$ cat src/rtl/gate_sweep_pkg.sv
// Shared types and constants for the gate bank sweep sequencer.
// GATE_SWEEP_ERRCNT_EN adds a mismatch bit counter to the top.
package gate_sweep_pkg;

   typedef enum logic [1:0] {
      ST_IDLE,
      ST_APPLY,
      ST_SAMPLE,
      ST_DONE
   } state_t;

   localparam int GATE_AND  = 0;
   localparam int GATE_OR   = 1;
   localparam int GATE_NOTA = 2;
   localparam int GATE_NOTB = 3;
   localparam int GATE_NAND = 4;
   localparam int GATE_NOR  = 5;
   localparam int GATE_XOR  = 6;
   localparam int GATE_XNOR = 7;

   localparam int NUM_VECS = 4;
   localparam logic [1:0] LAST_VEC = 2'(NUM_VECS - 1);

   function automatic logic [5:0] popcount8(input logic [7:0] v);
      logic [5:0] s;
      s = '0;
      for (int i = 0; i < 8; i++) begin
         s = s + {5'd0, v[i]};
      end
      return s;
   endfunction

endpackage

$ cat src/rtl/gate_golden_model.sv
// Expected outputs of the two-input gate bank for one (a,b) vector.
// Purely combinational; also usable as a reference elsewhere.
module gate_golden_model
   import gate_sweep_pkg::*;
(
   input  logic       a,
   input  logic       b,
   output logic [7:0] expected
);

   always_comb begin
      expected            = '0;
      expected[GATE_AND]  = a & b;
      expected[GATE_OR]   = a | b;
      expected[GATE_NOTA] = ~a;
      expected[GATE_NOTB] = ~b;
      expected[GATE_NAND] = ~(a & b);
      expected[GATE_NOR]  = ~(a | b);
      expected[GATE_XOR]  = a ^ b;
      expected[GATE_XNOR] = ~(a ^ b);
   end

endmodule

$ cat src/rtl/gate_sweep_ctrl.sv
// Sweeps the gate bank through 00,01,10,11 and checks every output.
// GATE_SWEEP_ERRCNT_EN adds the err_count mismatch bit counter port.
module gate_sweep_ctrl
   import gate_sweep_pkg::*;
#(
   parameter int HOLD_CYCLES = 4
) (
   input  logic       clk,
   input  logic       rst,
   input  logic       start,
   input  logic       abort,
   output logic       gate_a,
   output logic       gate_b,
   input  logic [7:0] gate_out,
   output logic       busy,
   output logic       done,
   output logic       pass,
   output logic [7:0] fail_mask,
   output logic [1:0] vec_idx
`ifdef GATE_SWEEP_ERRCNT_EN
   ,
   output logic [5:0] err_count
`endif
);

   if (HOLD_CYCLES < 1 || HOLD_CYCLES > 255) begin : g_hold_chk
      $error("HOLD_CYCLES must be in 1..255");
   end

   localparam logic [7:0] HOLD_LAST = 8'(HOLD_CYCLES - 1);

   state_t     state;
   logic [7:0] hold_cnt;
   logic [7:0] golden;
   logic [7:0] diff;

   gate_golden_model u_golden (
      .a        (vec_idx[1]),
      .b        (vec_idx[0]),
      .expected (golden)
   );

   assign diff   = gate_out ^ golden;
   assign gate_a = vec_idx[1];
   assign gate_b = vec_idx[0];

   always_ff @(posedge clk) begin
      if (rst) begin
         state     <= ST_IDLE;
         vec_idx   <= '0;
         hold_cnt  <= '0;
         busy      <= 1'b0;
         done      <= 1'b0;
         pass      <= 1'b0;
         fail_mask <= '0;
`ifdef GATE_SWEEP_ERRCNT_EN
         err_count <= '0;
`endif
      end else begin
         done <= 1'b0;
         unique case (state)
            ST_IDLE: begin
               if (start && !abort) begin
                  state     <= ST_APPLY;
                  vec_idx   <= '0;
                  hold_cnt  <= '0;
                  busy      <= 1'b1;
                  pass      <= 1'b0;
                  fail_mask <= '0;
`ifdef GATE_SWEEP_ERRCNT_EN
                  err_count <= '0;
`endif
               end
            end
            ST_APPLY: begin
               if (abort) begin
                  state    <= ST_IDLE;
                  vec_idx  <= '0;
                  hold_cnt <= '0;
                  busy     <= 1'b0;
                  pass     <= 1'b0;
               end else if (hold_cnt == HOLD_LAST) begin
                  state    <= ST_SAMPLE;
                  hold_cnt <= '0;
               end else begin
                  hold_cnt <= hold_cnt + 8'd1;
               end
            end
            ST_SAMPLE: begin
               // abort beats the sample update
               if (abort) begin
                  state    <= ST_IDLE;
                  vec_idx  <= '0;
                  hold_cnt <= '0;
                  busy     <= 1'b0;
                  pass     <= 1'b0;
               end else begin
                  fail_mask <= fail_mask | diff;
`ifdef GATE_SWEEP_ERRCNT_EN
                  err_count <= err_count + popcount8(diff);
`endif
                  if (vec_idx == LAST_VEC) begin
                     state   <= ST_DONE;
                     vec_idx <= '0;
                     busy    <= 1'b0;
                     done    <= 1'b1;
                     pass    <= ((fail_mask | diff) == 8'h00);
                  end else begin
                     state   <= ST_APPLY;
                     vec_idx <= vec_idx + 2'd1;
                  end
               end
            end
            ST_DONE: begin
               state <= ST_IDLE;
            end
            default: begin
               state <= ST_IDLE;
            end
         endcase
      end
   end

endmodule

$ cat config.mk
export PLATFORM = sky130hd
export DESIGN_NAME = gate_sweep_ctrl
export DESIGN_NICKNAME = d
export VERILOG_FILES = /design/src/rtl/gate_sweep_pkg.sv /design/src/rtl/gate_golden_model.sv /design/src/rtl/gate_sweep_ctrl.sv
export SDC_FILE = /design/constraint.sdc
export NUM_CORES = 1
export LEC_CHECK = 0
export CORE_UTILIZATION = 45
export CTS_CLUSTER_SIZE = 8
export DETAILED_ROUTE_END_ITERATION = 7
export PLACE_DENSITY_LB_ADDON = 0.25
export SYNTH_ARGS = -nofsm -noshare
export SYNTH_HDL_FRONTEND = slang
export SYNTH_HIERARCHICAL = 1
export SYNTH_SLANG_ARGS = --single-unit
$ cat constraint.sdc
create_clock -name clk -period 2.05 [get_ports clk]
set_clock_uncertainty 0.15 [all_clocks]
set_input_delay 0.41 -clock clk [delete_from_list [all_inputs] [get_ports clk]]
set_output_delay 0.41 -clock clk [all_outputs]
set_load 0.03 [all_outputs]
==> impl_results.md, run 1 <==
* Via density at 5.64
* Placed Area at 1680 um^2
* Cell taking the most area after synthesis: dfxtp_1
* Final Worst Setup Slack at 0.0712 ns
* Pwr/cell area at 523 nW/um^2
* Row count at 18
* Worst vdd ir at 401 uV
* Achievable frequency at 505 MHz
* Dpl hpwl at 2.48 mm
* Clock buffer depth at 2
* CP startpoint: state[0]
* Design Area, Final at 1730 um^2
* Slew margin rel. at 0.596
* Layout area overhead at 37.4%
* # diodes at 0
* Total Routing Usage GR at 0.227
* Cell count after synthesis at 140
* Reg2reg end: hold_cnt[7]
* Worst-path clk slew at 0.14 ns
* Global-route wire length before repair at 4.84 mm
* Antenna-violating nets left at 0
* CP Capture Point: hold_cnt[7]
* DR WL/cell at 14.7 um
* Met3 global-route usage at 0.0492
* Hold depth at 2
* DIE WIDTH at 54.9 um
* Clk sinks at 23
* Worst EP required at 2.16 ns
* Pre-antenna DRT Iters at 4
* Initial antenna violation count at 0
* Reg2reg setup slack at 0.07 ns
* Hold Crit Class: reg2reg
* # setup viols final at 0
* Die area at 3020 um^2
* Synth top area share at 0.365
* Ys async rst share at 0
* Critical Path Source Type: register
* Pleak at 0.728 nW
* RSZ-0062 raised after global routing: no
* Synth warn at 6
* Starting DRT DRC Count at 35
* Sequential share of the synthesized area at 0.365
* Overflow left after global routing at 0
* Post-route DRC violation count at 0
* Synthesized area per cell at 9.00 um^2
* Pin count of the biggest net entering global routing at 13
* Chip height at 54.9 um
* Initial Util at 0.491
* Post-synth EDFFs at 0
* Synth Flop Type: dfxtp_1
* CTS tree: built
* Post-Place Cells at 210
* Count of distinct cell types in the synthesized netlist at 37
* Slew @ Worst Pin at 0.606 ns
* CTS root buf: clkbuf_4
* FF+latch count, synth at 23
* Minimum clock period at 1.98 ns
* Hold_ws at 0.358 ns
* Final Max Slew Viols at 0
* CP endpoint kind: register
* Mapped cell area at 1260 um^2
* Most Used Layer, Global Route: met2
* Crit Path Max Fanout at 3
* Area of the core at 2570 um^2
* H-tree depth at 1
* Max-cap violation count at 0
* Crit Path Category: reg2reg
* TritonCTS buffer count at 3
* Via count at 1212
* Mapped Nets at 163
* R2R cell count at 6
* Crit path arrival time at 2.09 ns
* Status: complete, no violations
* Met1 Use GR at 0.234
* PortBufs at 26
* NumNets Final at 209
* Total power at 0.905 mW
* Grt met2 use at 0.426
* Placer Congestion at 0.843
* Vias in the first global route at 1169
* Tcrit/Tclk final at 0.965
* Most common cell in the netlist: dfxtp_1
* Fin cells at 215
* # IOs at 27
* Placement Setup Slack at -0.395 ns
* Total wire length at 3.17 mm
* Commonest cells post-synth: dfxtp_1 (23), nor2_1 (15), ha_1 (11)
* Share of layout cells above drive strength 1 at 0.178
* Final hold violation count at 0
* Reg2reg start: state[0]
* Clk_lat worst skew at 0.32 ns
* Top post-synthesis cells by area: dfxtp_1 (37%), ha_1 (11%), xor2_1 (5.6%)
-- per-stage QoR --
step / TNS (ns) / utilization
floorplan: 0 / -
global placement: -2.97 / 0.653
CTS: 0 / 0.665
detailed placement: -4.17 / 0.653
finish: 0 / 0.674
global route: 0 / 0.674
-- power by group --
part	total [mW]	switching [mW]	internal (mW)
Combinational	0.217	0.107	0.110
Sequential	0.472	0.0108	0.461
Clock	0.217	0.141	0.0759
-- logic make-up (layout without fill, tap and decap cells) --
logic type / after synthesis / count (layout) / synth area share
adders and majority gates: 11 / 11 / 0.109
AOI/OAI and AO/OA: 32 / 32 / 0.181
muxes: 3 / 3 / 0.0238
and+or+nand+nor: 48 / 48 / 0.211
xor gates and xnor gates: 9 / 9 / 0.0626
buffers and inverters: 14 / 59 / 0.0477
DFF: 23 / 23 / 0.365
-- critical path: stages, from the launching register on --
cell	delay (ns)
dfxtp_2	0.36
inv_2	0.05
ha_2	0.20
nor2b_2	0.16
a2111o_1	0.33
or4_1	0.51
a21oi_1	0.15
-- state kept, by name, summed over array words and instances, names as in the netlist --
| name | cells |
|---|---|
| fail_mask | 8 |
| done | 1 |
| pass | 1 |
| vec_idx | 2 |
| state | 2 |
| busy | 1 |
| hold_cnt | 8 |
-- layer usage --
metal	routed length, um	vias to the layer above
met5	0	-
met4	46	0
met3	147	6
met2	1630	47
met1	1350	568
li1	-	591
-- cell type report --
cell class	count	area, um^2
inverters	10	37.5
fillers	229	836
clock buffers	4	26.3
well taps	30	37.5
flip-flops and latches	23	463
multi-input cells	103	761
repair buffers	45	407
-- cell usage in the layout, fill, tap and decap left out, types with 3 or more instances in the layout --
master / count
dfxtp_1: 21
clkdlybuf4s50_1: 20
buf_4: 19
nor2_1: 15
inv_1: 9
ha_1: 9
a21oi_1: 8
xor2_1: 8
a22oi_1: 8
or3_1: 4
nand2_1: 4
a211oi_1: 3
mux2i_1: 3
nand4_1: 3
o21ai_0: 3
nor3_1: 3
nor4_1: 3
clkbuf_4: 3
dlygate4sd2_1: 3
dlymetal6s2s_1: 3
-- how the worst min path moves through the flow --
stage	from	endpoint	slack, ns
after detailed placement	hold_cnt[7]	hold_cnt[7]	0.33
after global routing	hold_cnt[7]	hold_cnt[7]	0.38
after CTS	hold_cnt[7]	hold_cnt[7]	0.35
after global placement	hold_cnt[7]	hold_cnt[7]	0.32
after floorplan	hold_cnt[7]	hold_cnt[7]	0.30
final	hold_cnt[7]	hold_cnt[7]	0.36
-- repair_timing --
action | in CTS | in global routing
pin swaps | 1 | 1
endpoints found under the hold margin | 0 | 0
endpoints found under the setup margin | 5 | 6
setup buffers | 1 | 0
resized for setup | 3 | 10
hold buffers | 0 | 0
Note: power is estimated with default switching activity, not from simulation.
==> inputs of run 2 (changes only) <==
==> constraint.sdc (replaced) <==
create_clock -name clk -period 1.7 [get_ports clk]
set_clock_uncertainty 0.15 [all_clocks]
set_input_delay 0.34 -clock clk [delete_from_list [all_inputs] [get_ports clk]]
set_output_delay 0.34 -clock clk [all_outputs]
set_load 0.03 [all_outputs]
==> run 2 against run 1 <==
Sequential share of layout area down 3.0 points. Critical path depth unchanged. Die area did not move. Count of clock-buffer cells in the layout down 1. The flow now finishes with violations (negative setup slack).
==> impl_results.md, run 2 (synthesis gave the netlist of run 1 again) <==
* Status: finished with violations
* Violated checks: negative setup slack
* Worst vdd ir at 643 uV (+60%)
* DIE WIDTH at 54.9 um (unchanged)
* CTS root buf: clkbuf_4
* # diodes at 0 (unchanged)
* Hold_buf cts at 0 (unchanged)
* Seq. cell area at 475 um^2 (+2.7%)
* Antenna-violating nets left at 0 (unchanged)
* Vias in the first global route at 1203 (+2.9%)
* PortBufs at 26 (unchanged)
* Pleak at 0.840 nW (+16%)
* Area of the core at 2570 um^2 (unchanged)
* NumNets Final at 220 (+5.3%)
* Pin count of the biggest net entering global routing at 14 (+1)
* Hold Crit Class: reg2reg
* Worst-path clk slew at 0.14 ns (about the same)
* Share of layout cells above drive strength 1 at 0.393 (+0.214)
* Most frequent cells in the layout: buf_4 (28), dfxtp_1 (19), dlygate4sd2_1 (17), nor2_1 (14), clkdlybuf4s50_1 (9)
* Slew margin rel. at 0.761 (+0.165)
* Via density at 5.68 (+0.71%)
* # setup viols final at 20 (+20)
* Design Area, Final at 2000 um^2 (+16%)
* Slew @ Worst Pin at 0.355 ns (-0.250 ns)
* Placed Area at 1780 um^2 (+6.2%)
* Pre-antenna DRT Iters at 4 (unchanged)
* Placement Setup Slack at -0.590 ns (-0.195 ns)
* Crit Path Max Fanout at 8 (+5)
* Critical path's largest stage delay at 0.45 ns (-0.06 ns)
* RSZ-0062 raised after global routing: yes
* Dpl hpwl at 2.51 mm (+1.2%)
* Top flop regs: fail_mask: 8 flops, hold_cnt: 8 flops
* Total wire length at 3.83 mm (+21%)
* Max-cap violation count at 0 (unchanged)
* Pwr/cell area at 609 nW/um^2 (+17%)
* Crit path arrival time at 2.06 ns (-0.03 ns)
* Global-route wire length before repair at 5.46 mm (+13%)
* Layout area overhead at 58.8%
* Clk_lat worst skew at 0.33 ns (about the same)
* DR WL/cell at 17.0 um (+15%)
* Critical Path Source Type: register
* Starting DRT DRC Count at 28 (-20%)
* CTS tree: built
* Slowest library cell on the worst path: or4_4
* Crit path cell chain: inv_4, ha_4, nor2b_4, a2111o_1, or4_4, a21oi_2
* Final Worst Setup Slack at -0.231 ns (-0.302 ns)
* Final hold violation count at 0 (unchanged)
* Initial Util at 0.491 (unchanged)
* Final Max Slew Viols at 0 (unchanged)
* Total Routing Usage GR at 0.260 (+0.0335)
* Fin util at 0.779 (+0.105)
* Overflow left after global routing at 0 (unchanged)
* Achievable frequency at 518 MHz (+2.5%)
* Minimum clock period at 1.93 ns (-0.0478 ns)
* Clk sinks at 23 (unchanged)
* Total power at 1.22 mW (+35%)
* TritonCTS buffer count at 3 (unchanged)
* Area taken by multi-input logic gates at 946 um^2 (+24%)
* Commonest non-fill, non-tap cell in the layout: buf_4
* H-tree depth at 1 (unchanged)
* Crit Path Category: reg2reg
* Row count at 18 (unchanged)
* Fillers at 166 (-28%)
* Placer Congestion at 0.937 (+11%)
* Die area at 3020 um^2 (unchanged)
* Via count at 1283 (+5.9%)
* Chip height at 54.9 um (unchanged)
* Clock buffer depth at 2 (unchanged)
* Post-route DRC violation count at 0 (unchanged)
* Tcrit/Tclk final at 1.14 (+0.171)
* Reg2reg setup slack at -0.23 ns (-0.30 ns)
* Initial antenna violation count at 0 (unchanged)
* Setup TNS at -2.19 ns (-2.19 ns)
* CP endpoint kind: register
* # IOs at 27 (unchanged)
* Worst EP required at 1.83 ns (-0.33 ns)
-- run 2: area by class of cell --
type	instances	area share
clock inverter	1	0.00250
sequential	23	0.238
tap	30	0.0188
clock buffer	3	0.0113
multi-input combinational	103	0.473
inverter	10	0.0213
timing repair buffer	56	0.236
-- run 2: what timing repair did --
action	4_1_cts	5_1_grt
resized for setup	48	12
pin swaps	19	7
setup endpoints to repair	36	22
buffers inserted	3	2
gates cloned	0	0
-- run 2: critical path: cells and delay by family (launching register included) --
| kind | cells | cell delay (ns) |
|---|---|---|
| AND/OR/NAND/NOR | 2 | 0.57 |
| AO/OA/AOI/OAI | 2 | 0.52 |
| adder cells (fa/ha/maj) | 1 | 0.16 |
| buffers and inverters | 1 | 0.06 |
| flip-flops | 1 | 0.42 |
-- run 2: stage by stage --
step	cells	hold WS, ns
floorplan	140	0.263
global placement	218	0.326
detailed placement	218	0.340
CTS	225	0.350
global route	226	0.391
finish	226	0.349
-- run 2: path summary, 6_finish.rpt --
check            from           to  cells after the start
max          state[0]  hold_cnt[7]                      6
min              busy         busy                      2
max reg2reg  state[0]  hold_cnt[7]                      6
min reg2reg      busy         busy                      2
-- run 2: per-layer routing --
metal	wire length (um)	up-vias	global-route usage
li1	-	620	-
met1	1640	609	0.302
met2	1980	46	0.444
met3	134	8	0.0437
met4	82	0	0.158
met5	0	-	0
-- run 2: power breakdown --
part	internal (mW)	switching, mW
clock	0.0885	0.192
sequential	0.552	0.0172
combinational	0.199	0.170
total	0.840	0.379
==> inputs of run 3 (changes only) <==
--- a/config.mk
+++ b/config.mk
@@ -9,6 +9,7 @@
 export CTS_CLUSTER_SIZE = 8
 export DETAILED_ROUTE_END_ITERATION = 7
 export PLACE_DENSITY_LB_ADDON = 0.25
+export SKIP_LAST_GASP = 1
 export SYNTH_ARGS = -nofsm -noshare
 export SYNTH_HDL_FRONTEND = slang
 export SYNTH_HIERARCHICAL = 1
==> constraint.sdc (replaced) <==
create_clock -name clk -period 1.6 [get_ports clk]
set_clock_uncertainty 0.15 [all_clocks]
set_input_delay 0.32 -clock clk [delete_from_list [all_inputs] [get_ports clk]]
set_output_delay 0.32 -clock clk [all_outputs]
set_load 0.03 [all_outputs]
==> run 3 against run 2 <==
Largest power group unchanged. Non-clock buffer count is 10 higher. The run still ends with negative setup slack left. Sequential cell count stayed put. Highest routed layer unchanged. Count of clock-buffer cells in the layout stayed put.
==> impl_results.md, run 3 (synthesis gave the netlist of run 1 again) <==
* Status: finished with violations
* Violated checks: negative setup slack
* Final hold violation count at 0 (unchanged)
* PortBufs at 26 (unchanged)
* Total power at 1.32 mW (+8.5%)
* Crit path arrival time at 2.00 ns (-0.06 ns)
* Most frequent cells in the layout: buf_4 (35), dfxtp_1 (18), nor2_1 (14), clkdlybuf4s50_1 (9)
* Critical Path Source Type: register
* CTS root buf: clkbuf_4
* Antenna-violating nets left at 0 (unchanged)
* Clk sinks at 23 (unchanged)
* Fillers at 137 (-17%)
* Layout area overhead at 67.9%
* Initial Util at 0.491 (unchanged)
* RSZ-0062 raised after global routing: yes
* Vias in the first global route at 1324 (+10%)
* CP endpoint kind: register
* # diodes at 0 (unchanged)
* Met3 wire length at 207 um (+54%)
* Max-cap violation count at 0 (unchanged)
* Via count at 1380 (+7.6%)
* Crit Path Category: reg2reg
* Global-route wire length before repair at 5.68 mm (+4.0%)
* Crit Path Max Fanout at 8 (unchanged)
* Max layer used: met4
* Overflow left after global routing at 0 (unchanged)
* Post-route DRC violation count at 0 (unchanged)
* Total wire length at 3.94 mm (+2.8%)
* Clk_lat worst skew at 0.34 ns (about the same)
* Tcrit/Tclk final at 1.16 (+0.0291)
* Dpl hpwl at 2.53 mm (+0.91%)
* Worst EP required at 1.73 ns (-0.10 ns)
* WL met1 at 1.53 mm (-6.8%)
* Hold_ws at 0.357 ns (+0.00804 ns)
* Starting DRT DRC Count at 36 (+29%)
* Critical path buffer and inverter count at 1 (unchanged)
* Placer Congestion at 0.926 (-1.3%)
* Commonest non-fill, non-tap cell in the layout: buf_4
* WL met2 at 2.04 mm (+3.4%)
* Initial antenna violation count at 0 (unchanged)
* TritonCTS buffer count at 3 (unchanged)
* Pwr/cell area at 625 nW/um^2 (+2.6%)
* H-tree depth at 1 (unchanged)
* Kind of cell adding the most delay to the critical path: simple AND/OR/NAND/NOR gates
* CTS tree: built
* Total Routing Usage GR at 0.271 (+0.0101)
* Row count at 18 (unchanged)
* Pre-antenna DRT Iters at 6 (+2)
* # setup viols final at 22 (+10%)
* Pin count of the biggest net entering global routing at 14 (unchanged)
* Critical path's largest stage delay at 0.42 ns (-0.03 ns)
* Slew margin rel. at 0.759 (-0.00179)
* Die area at 3020 um^2 (unchanged)
* Crit path cell chain: inv_4, ha_4, nor2b_4, a2111o_1, or4_1, a21oi_1
* Slew @ Worst Pin at 0.358 ns (+0.00296 ns)
* Minimum clock period at 1.86 ns (-0.0670 ns)
* Hold Crit Class: reg2reg
* Worst vdd ir at 663 uV (+3.1%)
* Post-Place Cells at 227 (+4.1%)
* Via density at 5.85 (+3.0%)
* Top flop regs: fail_mask: 8 flops, hold_cnt: 8 flops
* DIE WIDTH at 54.9 um (unchanged)
* Hold_buf cts at 0 (unchanged)
* Clock buffer depth at 2 (unchanged)
* Share of layout cells above drive strength 1 at 0.495 (+0.102)
* Final Max Slew Viols at 0 (unchanged)
* Achievable frequency at 536 MHz (+3.6%)
* Fin cells at 236 (+4.4%)
* Chip height at 54.9 um (unchanged)
* # IOs at 27 (unchanged)
* DR WL/cell at 16.7 um (-1.6%)
* Area of the core at 2570 um^2 (unchanged)
* NumNets Final at 230 (+4.5%)
* Slowest library cell on the worst path: or4_1
* Final Worst Setup Slack at -0.264 ns (-0.0330 ns)
* Worst-path clk slew at 0.14 ns (about the same)
* Pleak at 0.840 nW (about the same)
[run 3: cell count changes in the layout (fill, tap and decap cells not counted), moves of 2 or more]
cell / delta
ha_4: +2
buf_4: +7
inv_4: +2
a21oi_2: -2
buf_6: +3
clkbuf_2: +8
dlygate4sd2_1: -14
clkdlybuf4s15_2: +5
a21oi_1: +2
[run 3: report_power, final]
group	switching, mW	internal [mW]	total, mW	leakage (nW)
Sequential	0.0141	0.586	0.600	0.189
Combinational	0.195	0.237	0.432	0.633
Clock	0.196	0.0941	0.290	0.0177
[run 3: final timing paths]
kind / startpoint / to / slack (ns) / cells after the start
worst min register to register: hold_cnt[7] / hold_cnt[7] / 0.36 / 2
worst min-delay path: hold_cnt[7] / hold_cnt[7] / 0.36 / 2
worst max-delay path: state[0] / hold_cnt[7] / -0.26 / 6
worst max register to register: state[0] / hold_cnt[7] / -0.26 / 6
[run 3: layout make-up]
class,instances,area [um^2],share of cell area
multi-input cells,103,985,0.465
repair buffers,66,542,0.256
flip-flops and latches,23,477,0.225
inverters,10,47.5,0.0225
well taps,30,37.5,0.0177
clock buffers,3,22.5,0.0106
clock inverters,1,5.00,0.00237
[run 3: layer usage]
metal	track usage	up-vias
met5	0	-
met4	0.183	0
met3	0.0601	25
met2	0.488	75
met1	0.275	644
li1	-	636
[run 3: what timing repair did]
item	4_1_cts	5_1_grt
cloned	0	0
pin swaps	16	15
endpoints found under the hold margin	0	0
buffers inserted	5	2
endpoints found under the setup margin	37	32
gates resized for setup	58	37
[run 3: worst reg2reg max path, delay by kind of cell (launching register included)]
family          cells  cell delay [ns]
compound gates      2             0.51
fa+ha+maj           1             0.17
buf+inv             1             0.05
simple gates        2             0.55
flops               1             0.40
[run 3: stage by stage]
step / worst slack, ns / cell area [um^2] / utilization / setup TNS [ns]
after floorplan: -0.229 / 1320 / - / -2.20
after CTS: -0.239 / 2050 / 0.798 / -3.57
after global routing: -0.355 / 2120 / 0.824 / -5.22
final: -0.264 / 2120 / 0.824 / -3.97
after detailed placement: -0.577 / 1860 / 0.725 / -10.56
after global placement: -0.556 / 1860 / 0.725 / -9.89
